--- config.mk ---
export PLATFORM = sky130hd
export DESIGN_NAME = codec_i2c_arbiter
export DESIGN_NICKNAME = d
export VERILOG_FILES = /design/src/rtl/codec_i2c_arbiter.sv
export SDC_FILE = /design/constraint.sdc
export NUM_CORES = 1
export LEC_CHECK = 0
export BUFFER_PORTS_ARGS = -buffer_cell sky130_fd_sc_hd__buf_2
export CAP_MARGIN = 20
export CORE_UTILIZATION = 60
export CTS_BUF_LIST = sky130_fd_sc_hd__clkbuf_16
export CTS_CLUSTER_DIAMETER = 100
export DETAILED_ROUTE_END_ITERATION = 8
export MAX_ROUTING_LAYER = met4
export PLACE_DENSITY = 0.82
export RECOVER_POWER = 100
export SLEW_MARGIN = 20
export SYNTH_ARGS = -nofsm -noshare
export SYNTH_HDL_FRONTEND = slang
export SYNTH_SLANG_ARGS = --single-unit
--- constraint.sdc ---
create_clock -name clock_50m -period 5.15 [get_ports clock_50m]
set_input_delay 0.515 -clock clock_50m [delete_from_list [all_inputs] [get_ports clock_50m]]
set_output_delay 0.515 -clock clock_50m [all_outputs]
set_load 0.1 [all_outputs]
--- src/rtl/codec_i2c_arbiter.sv ---
//------------------------------------------------------------------------------
// codec_i2c_arbiter: codec init sequencer + 2-port round-robin arbiter for one
// i2c_com engine; optional WAIT_END watchdog under `ARB_TIMEOUT_EN.
// Revision: 1.0
//------------------------------------------------------------------------------
`default_nettype none

module codec_i2c_arbiter #(
  parameter int         DIV       = 1249,
  parameter int         MAX_RETRY = 3,
  parameter logic [7:0] DEV_ADDR  = 8'h34
`ifdef ARB_TIMEOUT_EN
  , parameter int       TMO_CYC   = 2000000
`endif
) (
  input  logic        clock_50m,
  input  logic        reset_n,
  output logic        clock_i2c,
  output logic [23:0] i2c_data,
  output logic        start,
  input  logic        tr_end,
  input  logic        ack,
  input  logic        req0,
  input  logic        req1,
  input  logic [15:0] wdata0,
  input  logic [15:0] wdata1,
  output logic        done0,
  output logic        done1,
  output logic        err0,
  output logic        err1,
  output logic        init_done,
  output logic        cfg_err,
  output logic        busy
);

  localparam int c_GUARD = 2 * (DIV + 1);
  localparam int c_DIV_W = $clog2(DIV + 2);
  localparam int c_GRD_W = $clog2(c_GUARD + 1);
  localparam int c_RTY_W = $clog2(MAX_RETRY + 2);

  localparam logic [2:0] c_IDLE     = 3'd0;
  localparam logic [2:0] c_ISSUE    = 3'd1;
  localparam logic [2:0] c_WAIT_END = 3'd2;
  localparam logic [2:0] c_CHECK    = 3'd3;
  localparam logic [2:0] c_WAIT_CLR = 3'd4;
  localparam logic [2:0] c_FINISH   = 3'd5;

  logic [c_DIV_W-1:0] div_cnt_q;
  logic               clk_i2c_q;
  logic               tr_m_q, tr_s_q, ack_m_q, ack_s_q;
  logic [2:0]         state_q, state_d;
  logic [3:0]         idx_q;
  logic [15:0]        word_q;
  logic [23:0]        i2c_data_q;
  logic               start_q, busy_q, init_done_q, cfg_err_q;
  logic               done0_q, done1_q, err0_q, err1_q;
  logic               gnt_q, rr_q, retry_q, fail_q;
  logic [c_RTY_W-1:0] rty_cnt_q;
  logic [c_GRD_W-1:0] grd_cnt_q;
  logic               w_grant, w_guard_done, w_tmo_hit, w_nack;

  function automatic logic [15:0] init_word(input logic [3:0] i);
    case (i)
      4'd0:    init_word = 16'h001f;
      4'd1:    init_word = 16'h021f;
      4'd2:    init_word = 16'h0479;
      4'd3:    init_word = 16'h0679;
      4'd4:    init_word = 16'h08f8;
      4'd5:    init_word = 16'h0a00;
      4'd6:    init_word = 16'h0c00;
      4'd7:    init_word = 16'h0e01;
      4'd8:    init_word = 16'h1006;
      4'd9:    init_word = 16'h1201;
      default: init_word = 16'h0000;
    endcase
  endfunction

  always_ff @(posedge clock_50m or negedge reset_n) begin
    if (!reset_n) begin
      div_cnt_q <= '0;
      clk_i2c_q <= 1'b0;
      tr_m_q    <= 1'b0;
      tr_s_q    <= 1'b0;
      ack_m_q   <= 1'b0;
      ack_s_q   <= 1'b0;
    end else begin
      if (div_cnt_q == c_DIV_W'(DIV)) begin
        div_cnt_q <= '0;
        clk_i2c_q <= ~clk_i2c_q;
      end else begin
        div_cnt_q <= div_cnt_q + 1'b1;
      end
      tr_m_q  <= tr_end;
      tr_s_q  <= tr_m_q;
      ack_m_q <= ack;
      ack_s_q <= ack_m_q;
    end
  end

  // Tie goes to rr_q; otherwise the lone requester (req0 low => port 1).
  assign w_grant      = (req0 && req1) ? rr_q : !req0;
  assign w_guard_done = !tr_s_q && (grd_cnt_q == c_GRD_W'(c_GUARD - 1));

`ifdef ARB_TIMEOUT_EN
  logic [31:0] tmo_cnt_q;
  logic        tmo_q;

  assign w_tmo_hit = (state_q == c_WAIT_END) && !tr_s_q && (tmo_cnt_q == 32'(TMO_CYC - 1));
  assign w_nack    = ack_s_q | tmo_q;

  always_ff @(posedge clock_50m or negedge reset_n) begin
    if (!reset_n) begin
      tmo_cnt_q <= '0;
      tmo_q     <= 1'b0;
    end else begin
      if (state_q == c_ISSUE) tmo_cnt_q <= '0;
      else if (state_q == c_WAIT_END && !tr_s_q && !w_tmo_hit) tmo_cnt_q <= tmo_cnt_q + 32'd1;
      if (w_tmo_hit) tmo_q <= 1'b1;
      else if (state_q == c_CHECK) tmo_q <= 1'b0;
    end
  end
`else
  assign w_tmo_hit = 1'b0;
  assign w_nack    = ack_s_q;
`endif

  always_comb begin
    state_d = state_q;
    case (state_q)
      c_IDLE:     if (!init_done_q || req0 || req1) state_d = c_ISSUE;
      c_ISSUE:    state_d = c_WAIT_END;
      c_WAIT_END: if (tr_s_q || w_tmo_hit) state_d = c_CHECK;
      c_CHECK:    state_d = c_WAIT_CLR;
      c_WAIT_CLR: if (w_guard_done) state_d = retry_q ? c_ISSUE : c_FINISH;
      c_FINISH:   state_d = c_IDLE;
      default:    state_d = c_IDLE;
    endcase
  end

  always_ff @(posedge clock_50m or negedge reset_n) begin
    if (!reset_n) begin
      state_q     <= c_IDLE;
      idx_q       <= '0;
      word_q      <= '0;
      i2c_data_q  <= '0;
      start_q     <= 1'b0;
      busy_q      <= 1'b0;
      init_done_q <= 1'b0;
      cfg_err_q   <= 1'b0;
      done0_q     <= 1'b0;
      done1_q     <= 1'b0;
      err0_q      <= 1'b0;
      err1_q      <= 1'b0;
      gnt_q       <= 1'b0;
      rr_q        <= 1'b0;
      retry_q     <= 1'b0;
      fail_q      <= 1'b0;
      rty_cnt_q   <= '0;
      grd_cnt_q   <= '0;
    end else begin
      state_q <= state_d;
      done0_q <= 1'b0;
      done1_q <= 1'b0;
      err0_q  <= 1'b0;
      err1_q  <= 1'b0;
      if (state_q == c_WAIT_CLR && !tr_s_q && !w_guard_done) grd_cnt_q <= grd_cnt_q + 1'b1;
      else grd_cnt_q <= '0;
      case (state_q)
        c_IDLE: begin
          if (!init_done_q) begin
            word_q <= init_word(idx_q);
          end else if (req0 || req1) begin
            gnt_q  <= w_grant;
            word_q <= w_grant ? wdata1 : wdata0;
          end
        end
        c_ISSUE: begin
          i2c_data_q <= {DEV_ADDR, word_q};
          start_q    <= 1'b1;
          busy_q     <= 1'b1;
        end
        c_WAIT_END: if (tr_s_q || w_tmo_hit) start_q <= 1'b0;
        c_CHECK: begin
          if (!w_nack) begin
            fail_q  <= 1'b0;
            retry_q <= 1'b0;
          end else if (rty_cnt_q < c_RTY_W'(MAX_RETRY)) begin
            rty_cnt_q <= rty_cnt_q + 1'b1;
            retry_q   <= 1'b1;
            fail_q    <= 1'b0;
          end else begin
            fail_q  <= 1'b1;
            retry_q <= 1'b0;
          end
        end
        c_FINISH: begin
          if (!init_done_q) begin
            if (fail_q) cfg_err_q <= 1'b1;
            idx_q <= idx_q + 4'd1;
            if (idx_q == 4'd9) init_done_q <= 1'b1;
          end else begin
            done0_q <= !gnt_q;
            done1_q <= gnt_q;
            err0_q  <= !gnt_q && fail_q;
            err1_q  <= gnt_q && fail_q;
            rr_q    <= ~gnt_q;
          end
          busy_q    <= 1'b0;
          rty_cnt_q <= '0;
        end
        default: ;
      endcase
    end
  end

  assign clock_i2c = clk_i2c_q;
  assign i2c_data  = i2c_data_q;
  assign start     = start_q;
  assign busy      = busy_q;
  assign init_done = init_done_q;
  assign cfg_err   = cfg_err_q;
  assign done0     = done0_q;
  assign done1     = done1_q;
  assign err0      = err0_q;
  assign err1      = err1_q;

endmodule

`default_nettype wire

==> out/qor.txt, run 1 <==
Internal -> 1.36 mW
worst setup margin -> 2.48 ns
overall power -> 2.37 mW
TritonRoute pass-1 iters -> 4
Post-synth EDFFs -> 0
Post-Layout Cell Count -> 482
CTS tree -> yes
Final period util -> 51.8%
Die H -> 82.5 um
main combinational cell family by area after synthesis -> simple AND/OR/NAND/NOR gates
Seq/Total Area, Yosys -> 53.5%
Hold Fails Final Rpt -> 0
Reg power frac -> 38.3%
Syn-to-layout area delta -> 14.4%
nature of the critical path startpoint -> flop
DIE WIDTH -> 82.5 um
Clk Tree Root Cell -> clkbuf_16
pre-CTS setup slack -> 2.94 ns
CP Max Fanout -> 34
largest net degree at the start of global routing -> 84
FF-to-FF path depth -> 3
crit path to -> init_done
die area -> 6800 um2
Post-Syn Area -> 3880 um2
placed cell count -> 466
FMAX -> 375 MHz
fillers -> 469
Reg2Reg Capture Point -> div_cnt_q[7]
total CTS buffers -> 9
Reg-to-Reg Start -> div_cnt_q[2]
switching part of the total -> 42.4%
Clock power frac -> 24.7%
post_cts resized -> 0
Final Max Tran Viols -> 0
DRC violations left -> 0
outcome -> finished, final reports clean
ys flop type -> dfrtp_1
total grt overflow -> 0
Simple-Gate Fraction of Synth Area -> 17.3%
Tightest Pin Transition -> 1.24 ns
Worst path depth -> 1
first-pass GRT wire length -> 12.4 mm
HP Class -> primary input to asynchronous set/reset pin
CP required -> 4.64 ns
Cell Chain, Critical Path -> clkbuf_1
compound-gate portion of the synthesized area -> 12.3%
relative slew slack -> 17.7%
Critical Path Source -> init_done
Unique masters post-synth -> 56
combinational power share -> 37.0%
CP peak stage delay -> 0.92 ns
Synth warnings -> 0
Adder-Cell Fraction of Synth Area -> 2.58%
CP endpoint kind -> primary output
Setup Skew -> 0.00702 ns
Core Area -> 6100 um2
Setup CP Type -> flop to primary output
Worst EP arrival -> 2.15 ns
initial core utilization -> 63.7%
ANT cells -> 0
drt via density -> 5.96
IO Port Bufs -> 65
Leak -> 1.97 nW
# hold bufs at CTS -> 0
Max IR drop VDD -> 391 uV
syn avg cell area -> 11.4 um2
slowest stage cell, crit path -> clkbuf_1
postcts setup bufs -> 0
initial DRC count -> 176
Sinks on Clock Net -> 83
WL per Instance -> 15.9 um
number of global-route vias before repair -> 2705
GR Util All Layers -> 25.3%
Mapped Cells -> 341
final setup fails -> 0
Max Root-Sink Buffers -> 2
xor/xnor cell area share of the yosys netlist -> 2.71%
Synth Register Bits -> 83
Async S/R FF share, synth -> 100%
fraction of layout cells with a size suffix above 1 -> 19.4%
NetSw -> 1.00 mW
clock latency on the worst-skew pair -> 0.33 ns
Layout Nets -> 448
RD Place Congestion -> 0.821
CP top delay family -> buffers and inverters
Tmin final -> 2.67 ns
Fin Setup TNS -> 0 ns
Reg clk slew, reported paths -> 0.06 ns
unrepaired setup endpoints after global routing -> no
initial antenna violation count -> 0
R2R setup slack -> 2.77 ns
hpwl dp -> 5.25 mm
Clock H-tree levels -> 3
mux cell area share after synthesis -> 7.83%
remaining antenna violation count -> 0
final wirelength -> 7.66 mm
cell row count -> 28
via count -> 2872
Ports -> 71
P per Cell Area -> 532 nW/um2
number of max-cap violations -> 0
Buf+Inv Stages, Crit Path -> 1
[metrics by stage]
| stage | area [um2] | hold slack, ns | utilization, % |
|---|---|---|---|
| floorplan | 3900 | 0.219 | - |
| global placement | 4220 | 0.334 | 69.3 |
| finish | 4440 | 0.218 | 72.9 |
| detailed placement | 4220 | 0.337 | 69.3 |
| CTS | 4500 | 0.281 | 73.8 |
| global route | 4440 | 0.284 | 72.9 |
[sequential cells by signal (all words and copies together), names as in the netlist, 3 cells and up]
signal,count
rty_cnt_q,3
idx_q,4
grd_cnt_q,12
state_q,3
word_q,16
div_cnt_q,11
i2c_data,17
[area by class of cell]
cell class | count | area [um2] | area share [%]
clock buffers | 9 | 225 | 5.07
clock inverters | 7 | 51.3 | 1.15
inverters | 10 | 37.5 | 0.845
multi-input cells | 232 | 1660 | 37.3
flip-flops and latches | 83 | 2080 | 46.7
well taps | 75 | 93.8 | 2.11
repair buffers | 66 | 300 | 6.76
[placed cells by master, fill, tap and decap left out, types with 3 or more instances in the layout]
master	instances
dfrtp_1	83
buf_2	36
clkbuf_1	29
nor2_1	21
mux2_2	19
nand2_1	17
a21oi_1	13
and3_1	13
o21ai_0	12
inv_1	10
nand3_1	9
mux2i_1	9
clkbuf_16	9
xnor2_1	8
o32a_1	8
ha_1	8
nand4_1	6
or3_1	6
nand2b_1	6
o31ai_1	5
nor3_1	5
o2bb2ai_1	5
conb_1	5
xor2_1	4
nand3b_1	4
or4_1	3
nor3b_1	3
nor4_1	3
o221ai_1	3
o311ai_0	3
[cell usage after synthesis (6+ instances only)]
cell      number  area share, %
ha_1           8            2.6
or3_1          6           0.97
clkbuf_1       8           0.77
o21ai_0       12            1.5
mux2_2        19            5.5
and3_1        13            2.1
o32a_1         8            2.1
nand4_1        6           0.97
buf_4          7            1.4
xnor2_1        8            1.8
dfrtp_1       83             53
mux2i_1        9            2.3
nor2_1        21            2.0
a21oi_1       13            1.7
inv_1         10           0.97
nand3_1        9            1.2
nand2b_1       6           0.97
nand2_1       17            1.6
[worst min-delay path by stage]
stage / from / cells past startpoint / slack (ns) / to
floorplan: reset_n / 0 / 0.22 / ack_m_q
global placement: ack_m_q / 0 / 0.33 / ack_s_q
detailed placement: tr_m_q / 0 / 0.34 / tr_s_q
CTS: ack / 1 / 0.28 / ack_m_q
global route: tr_end / 1 / 0.28 / tr_m_q
finish: reset_n / 1 / 0.22 / rr_q
[per-layer routing]
metal	vias to the layer above	share of wire [%]	global-route usage [%]
met1	1415	44	30.8
met2	78	48	39.8
met4	0	1.8	11.4
met3	12	5.7	6.37
met5	-	0	-
li1	1367	-	-
[power by group through the flow]
stage / Sequential, mW / Combinational [mW] / Clock, mW
after floorplan: 1.20 / 0.423 / 0
after global placement: 0.909 / 0.875 / 0
after detailed placement: 0.913 / 0.891 / 0
after CTS: 0.903 / 0.898 / 0.596
after global routing: 0.929 / 0.937 / 0.629
final: 0.907 / 0.874 / 0.584
[cell families (layout without fill, tap and decap cells)]
family | Yosys count | after routing
fa+ha+maj | 8 | 8
other cells | 1 | 5
mux | 28 | 28
flops | 83 | 83
xor+xnor | 12 | 12
simple gates | 114 | 114
compound gates | 65 | 65
buf+inv | 30 | 92
Note: power is estimated with default switching activity, not from simulation.
==> inputs of run 2 (changes only) <==
--- a/config.mk
+++ b/config.mk
@@ -7,12 +7,12 @@
 export LEC_CHECK = 0
 export BUFFER_PORTS_ARGS = -buffer_cell sky130_fd_sc_hd__buf_2
 export CAP_MARGIN = 20
-export CORE_UTILIZATION = 60
+export CORE_UTILIZATION = 55
 export CTS_BUF_LIST = sky130_fd_sc_hd__clkbuf_16
 export CTS_CLUSTER_DIAMETER = 100
 export DETAILED_ROUTE_END_ITERATION = 8
 export MAX_ROUTING_LAYER = met4
-export PLACE_DENSITY = 0.82
+export PLACE_DENSITY = 0.76
 export RECOVER_POWER = 100
 export SLEW_MARGIN = 20
 export SYNTH_ARGS = -nofsm -noshare
==> constraint.sdc (replaced) <==
create_clock -name clock_50m -period 2.5 [get_ports clock_50m]
set_input_delay 0.25 -clock clock_50m [delete_from_list [all_inputs] [get_ports clock_50m]]
set_output_delay 0.25 -clock clock_50m [all_outputs]
set_load 0.1 [all_outputs]
==> run 2 against run 1 <==
Effect of this change:
- critical path depth grew 2
- final cell count rose by 5.2%
- non-clock buffer count up 6
- clock-buffer cell count unchanged
- via count grew 0.73%
- routed wire length increased by 3.4%
- clock power up 110%
- clock skew about the same
- sequential share of layout area is 0.71 points lower
- first-iteration DRC count rose by 9.1%
- total power is 110% higher
==> out/qor.txt, run 2 (same netlist as run 1, synthesis figures left out) <==
outcome -> finished, final reports clean (unchanged)
CTS tree -> yes (unchanged)
initial antenna violation count -> 0 (unchanged)
switching part of the total -> 41.3% (was 42.4%)
nature of the critical path startpoint -> flop (unchanged)
Die H -> 86.0 um (was 82.5 um)
CP Max Fanout -> 7 (was 34)
Sinks on Clock Net -> 83 (unchanged)
Leak -> 2.01 nW (was 1.97 nW)
Final Max Tran Viols -> 0 (unchanged)
max FFs per register -> 17 (unchanged)
Max IR drop VDD -> 453 uV (was 391 uV)
Reg clk slew, reported paths -> 0.06 ns (about the same)
fillers -> 546 (was 469)
first-pass GRT wire length -> 13.3 mm (was 12.4 mm)
postcts setup bufs -> 0 (unchanged)
R2R setup slack -> 0.44 ns (was 2.77 ns)
hpwl dp -> 5.58 mm (was 5.25 mm)
Final period util -> 82.5%
Setup CP Type -> flop to flop (was flop to primary output)
initial DRC count -> 192 (was 176)
IO Port Bufs -> 65 (unchanged)
number of global-route vias before repair -> 2830 (was 2705)
fraction of layout cells with a size suffix above 1 -> 19.2% (was 19.4%)
Syn-to-layout area delta -> 16.2% (was 14.4%)
HP Class -> primary input to flop (was primary input to asynchronous set/reset pin)
Clock H-tree levels -> 3 (unchanged)
Post-Layout Cell Count -> 507 (was 482)
total grt overflow -> 0 (unchanged)
NetSw -> 2.03 mW (was 1.00 mW)
clock latency on the worst-skew pair -> 0.33 ns (about the same)
TritonRoute pass-1 iters -> 4 (unchanged)
die area -> 7400 um2 (was 6800 um2)
Core Area -> 6790 um2 (was 6100 um2)
initial core utilization -> 57.2% (was 63.7%)
WL per Instance -> 15.6 um (was 15.9 um)
unrepaired setup endpoints after global routing -> no (unchanged)
Tmin final -> 2.06 ns
worst setup margin -> 0.438 ns (was 2.48 ns)
final wirelength -> 7.92 mm (was 7.66 mm)
placed cell count -> 492 (was 466)
total CTS buffers -> 9 (unchanged)
Hold Fails Final Rpt -> 0 (unchanged)
sequential cell area -> 2080 um2 (unchanged)
CP endpoint kind -> flop (was primary output)
drt via density -> 5.71 (was 5.96)
most common cell after layout, fill and taps aside -> dfrtp_1 (unchanged)
remaining antenna violation count -> 0 (unchanged)
pre-CTS setup slack -> 0.636 ns (was 2.94 ns)
P per Cell Area -> 1090 nW/um2 (was 532 nW/um2)
Fin Setup TNS -> 0 ns (unchanged)
CP required -> 2.66 ns (was 4.64 ns)
RD Place Congestion -> 0.829 (was 0.821)
DRC violations left -> 0 (unchanged)
via count -> 2893 (was 2872)
Internal -> 2.88 mW (was 1.36 mW)
cell row count -> 30 (was 28)
Ports -> 71 (unchanged)
FMAX -> 485 MHz
most frequent cells in the layout -> dfrtp_1, buf_2, clkbuf_1, nor2_1, mux2_2 (unchanged)
overall power -> 4.92 mW (was 2.37 mW)
number of max-cap violations -> 0 (unchanged)
combinational power share -> 36.9% (was 37.0%)
ANT cells -> 0 (unchanged)
largest net degree at the start of global routing -> 54 (was 84)
DIE WIDTH -> 86.0 um (was 82.5 um)
multi-input combinational cell area -> 1660 um2 (about the same)
Clk Tree Root Cell -> clkbuf_16 (unchanged)
final setup fails -> 0 (unchanged)
Worst EP arrival -> 2.23 ns (was 2.15 ns)
Layout Nets -> 454 (was 448)
Tightest Pin Transition -> 1.31 ns (was 1.24 ns)
Min Hold Slack -> 0.0264 ns (was 0.218 ns)
GR Util All Layers -> 24.0% (was 25.3%)
Clock power frac -> 25.1% (was 24.7%)
Reg power frac -> 38.0% (was 38.3%)
relative slew slack -> 12.7% (was 17.7%)
Setup Skew -> 0.00750 ns (was 0.00702 ns)
Max Root-Sink Buffers -> 2 (unchanged)
[run 2: changes by cell type in the layout (fill, tap and decap cells not counted), sizes merged]
cell / change
dlygate4sd3: +1
clkinvlp: -2
buf: +1
bufinv: +1
inv: -1
clkbuf: +4
[run 2: what timing repair did]
| action | in CTS | in global routing |
|---|---|---|
| setup endpoints to repair | 0 | 0 |
| hold buffers | 1 | 0 |
| endpoints found under the hold margin | 52 | 0 |
| resized for setup | 0 | 0 |
[run 2: per-layer routing]
layer	share of wire (%)	GRT usage, %	up-vias
li1	-	-	1381
met1	46	30.6	1428
met2	48	37.9	74
met3	3.8	4.14	10
met4	1.3	10.8	0
met5	0	-	-
[run 2: through the flow]
stage / cell area (um2) / util, %
global placement: 4300 / 63.3
global route: 4510 / 66.4
finish: 4510 / 66.4
detailed placement: 4300 / 63.3
floorplan: 3900 / -
CTS: 4580 / 67.4
[run 2: worst max-delay path: stages (launching register included)]
cell and delay (ns):
dfrtp_1 0.43, or4b_1 0.58, nor4_2 0.67, o221ai_1 0.22
[run 2: power groups by stage]
| stage | combinational (mW) | clock, mW | sequential [mW] |
|---|---|---|---|
| floorplan | 0.871 | 0 | 2.48 |
| global placement | 1.82 | 0 | 1.86 |
| detailed placement | 1.86 | 0 | 1.89 |
| CTS | 1.87 | 1.25 | 1.87 |
| global route | 1.95 | 1.31 | 1.91 |
| finish | 1.81 | 1.23 | 1.87 |
[run 2: final cells by class]
cell class                 count  area share (%)
tap                           96            2.66
clock buffer                   9            4.99
sequential                    83            46.0
inverter                      10           0.832
timing repair buffer          72            7.65
clock inverter                 5            1.05
multi-input combinational    232            36.8
[run 2: worst paths after layout]
kind / startpoint / to / depth (start not counted)
min in group asynchronous: reset_n / err0 / 2
min: tr_end / tr_m_q / 1
max reg2reg: div_cnt_q[2] / div_cnt_q[7] / 3
max: div_cnt_q[2] / div_cnt_q[7] / 3
min reg2reg: ack_m_q / ack_s_q / 0
max in group asynchronous: reset_n / div_cnt_q[9] / 2
==> inputs of run 3 (changes only) <==
--- a/config.mk
+++ b/config.mk
@@ -7,12 +7,12 @@
 export LEC_CHECK = 0
 export BUFFER_PORTS_ARGS = -buffer_cell sky130_fd_sc_hd__buf_2
 export CAP_MARGIN = 20
-export CORE_UTILIZATION = 55
+export CORE_UTILIZATION = 50
 export CTS_BUF_LIST = sky130_fd_sc_hd__clkbuf_16
 export CTS_CLUSTER_DIAMETER = 100
 export DETAILED_ROUTE_END_ITERATION = 8
 export MAX_ROUTING_LAYER = met4
-export PLACE_DENSITY = 0.76
+export PLACE_DENSITY = 0.73
 export RECOVER_POWER = 100
 export SLEW_MARGIN = 20
 export SYNTH_ARGS = -nofsm -noshare
==> constraint.sdc (replaced) <==
create_clock -name clock_50m -period 1.7 [get_ports clock_50m]
set_input_delay 0.17 -clock clock_50m [delete_from_list [all_inputs] [get_ports clock_50m]]
set_output_delay 0.17 -clock clock_50m [all_outputs]
set_load 0.1 [all_outputs]
==> run 3 against run 2 <==
Effect of this change:
- flip-flop and latch count stayed put
- maximum frequency is 26% higher
- combinational power is 67% higher
- routed wire length is 1.9% higher
- first-iteration DRC count is 36% lower
- sequential share of layout area is 2.5 points lower
- hold slack better by 0.095 ns
- setup slack worse by 0.37 ns
- sequential power is 43% higher
- core utilization is 1.5 points lower
==> out/qor.txt, run 3 (same netlist as run 1, synthesis figures left out) <==
initial core utilization -> 52.7% (was 57.2%)
Final Instance Area -> 4780 um2 (was 4510 um2)
relative slew slack -> 43.2% (was 12.7%)
initial antenna violation count -> 0 (unchanged)
combinational power share -> 39.5% (was 36.9%)
IO Port Bufs -> 65 (unchanged)
grt met3 use -> 4.65% (was 4.14%)
GR Util All Layers -> 22.1% (was 24.0%)
most used routing layer -> met2 (unchanged)
ANT cells -> 0 (unchanged)
outcome -> finished, final reports clean (unchanged)
Clk Tree Root Cell -> clkbuf_16 (unchanged)
CP endpoint kind -> flop (unchanged)
NetSw -> 3.12 mW (was 2.03 mW)
remaining antenna violation count -> 0 (unchanged)
Worst EP arrival -> 1.86 ns (was 2.23 ns)
final setup fails -> 0 (unchanged)
Clock power frac -> 25.6% (was 25.1%)
Max IR drop VDD -> 906 uV (was 453 uV)
Leak -> 2.21 nW (was 2.01 nW)
Critical Path Source -> state_q[1] (was div_cnt_q[2])
DRC violations left -> 0 (unchanged)
DIE WIDTH -> 90.1 um (was 86.0 um)
Setup CP Type -> flop to flop (unchanged)
hold_sp -> wdata1[14] (was tr_end)
die area -> 8130 um2 (was 7400 um2)
Reg clk slew, reported paths -> 0.07 ns (was 0.06 ns)
met1 Usage GRT -> 27.7% (was 30.6%)
first-pass GRT wire length -> 13.8 mm (was 13.3 mm)
unrepaired setup endpoints after global routing -> no (unchanged)
hpwl dp -> 5.91 mm (was 5.58 mm)
largest net degree at the start of global routing -> 40 (was 54)
total grt overflow -> 0 (unchanged)
Clock H-tree levels -> 3 (unchanged)
Sinks on Clock Net -> 83 (unchanged)
P per Cell Area -> 1600 nW/um2 (was 1090 nW/um2)
clock latency on the worst-skew pair -> 0.34 ns (was 0.33 ns)
CTS tree -> yes (unchanged)
number of max-cap violations -> 0 (unchanged)
nature of the critical path startpoint -> flop (unchanged)
Final period util -> 96.1% (was 82.5%)
TritonRoute pass-1 iters -> 4 (unchanged)
Fin Setup TNS -> 0 ns (unchanged)
RD Place Congestion -> 0.847 (was 0.829)
postcts setup bufs -> 0 (unchanged)
max FFs per register -> 17 (unchanged)
Reg power frac -> 34.9% (was 38.0%)
final wirelength -> 8.07 mm (was 7.92 mm)
Reg-to-Reg Start -> state_q[1] (was div_cnt_q[2])
Syn-to-layout area delta -> 23.1% (was 16.2%)
number of global-route vias before repair -> 2916 (was 2830)
met2 GRT Util -> 35.8% (was 37.9%)
HP Class -> primary input to flop (unchanged)
Setup Skew -> 0.0103 ns (was 0.00750 ns)
Die H -> 90.1 um (was 86.0 um)
most frequent cells in the layout -> dfrtp_1, buf_2, clkbuf_2, nor2_1, mux2_2 (was dfrtp_1, buf_2, clkbuf_1, nor2_1, mux2_2)
Tightest Pin Transition -> 0.852 ns (was 1.31 ns)
Min Hold Slack -> 0.122 ns (was 0.0264 ns)
total CTS buffers -> 9 (unchanged)
Max Root-Sink Buffers -> 2 (unchanged)
Final Max Tran Viols -> 0 (unchanged)
Hold Fails Final Rpt -> 0 (unchanged)
switching part of the total -> 40.8% (was 41.3%)
via count -> 2900 (was 2893)
Tmin final -> 1.63 ns (was 2.06 ns)
Internal -> 4.53 mW (was 2.88 mW)
WL per Instance -> 15.1 um (was 15.6 um)
Layout Nets -> 477 (was 454)
FMAX -> 612 MHz (was 485 MHz)
fraction of layout cells with a size suffix above 1 -> 31.0% (was 19.2%)
cell row count -> 31 (was 30)
Ports -> 71 (unchanged)
CP required -> 1.92 ns (was 2.66 ns)
Core Area -> 7370 um2 (was 6790 um2)
initial DRC count -> 122 (was 192)
CP Max Fanout -> 6 (was 7)
drt via density -> 5.42 (was 5.71)
most common cell after layout, fill and taps aside -> dfrtp_1 (unchanged)
Placed Area -> 4480 um2 (was 4300 um2)
## run 3: cell count changes in the layout (fill, tap and decap cells not counted), moves of 2 or more
| cell | delta |
|---|---|
| buf_4 | +17 |
| clkbuf_1 | -27 |
| clkinv_4 | +2 |
| dlygate4sd3_1 | +2 |
| clkbuf_2 | +29 |
| clkinvlp_4 | +2 |
## run 3: per-stage QoR
stage	worst slack, ns	util (%)	cells	total power [mW]
2_1_floorplan	0.00220	-	345	4.93
3_3_place_gp	0.0783	60.8	516	5.69
3_5_place_dp	0.0669	60.8	516	5.75
4_1_cts	0.0419	65.3	535	7.73
5_1_grt	0.0179	64.9	535	8.05
6_report	0.0656	64.9	535	7.65
## run 3: area by class of cell
class	instances	area (um2)
Fill cell	599	2590
Clock inverter	7	76.3
Timing Repair Buffer	95	562
Multi-Input combinational cell	232	1680
Clock buffer	9	225
Sequential cell	83	2080
Tap cell	99	124
Inverter	10	37.5
## run 3: routing by layer
layer	wire length (um)	part of all wire, %	vias up
met4	84	1.0	0
met1	3700	46	1416
li1	-	-	1421
met3	259	3.2	7
met2	4030	50	56
met5	0	0	-
## run 3: timing repair
action                     in CTS  in global routing
setup endpoints to repair       0                 12
hold endpoints to repair       32                  0
hold buffers                    3                  0
resized for setup               0                  2
## run 3: worst max-delay path: stages, from the launching register on
cell	delay [ns]
dfrtp_1	0.42
or3_1	0.39
a311o_1	0.37
o32a_1	0.35
## run 3: worst paths after layout
kind | endpoint | slack (ns) | cells after the start
setup / recovery | word_q[1] | 0.07 | 3
hold / removal | word_q[14] | 0.12 | 3
setup reg to reg | word_q[1] | 0.07 | 3
hold reg to reg | tr_s_q | 0.35 | 0
max in group asynchronous | word_q[0] | 0.38 | 3
min in group asynchronous | err0 | 0.48 | 2
## run 3: power by group through the flow
stage | registers, mW | clock network (mW) | logic (mW)
4_1_cts | 2.67 | 1.99 | 3.07
6_report | 2.67 | 1.96 | 3.02
2_1_floorplan | 3.65 | 0 | 1.29
3_5_place_dp | 2.70 | 0 | 3.05
3_3_place_gp | 2.68 | 0 | 3.01
5_1_grt | 2.73 | 2.08 | 3.24
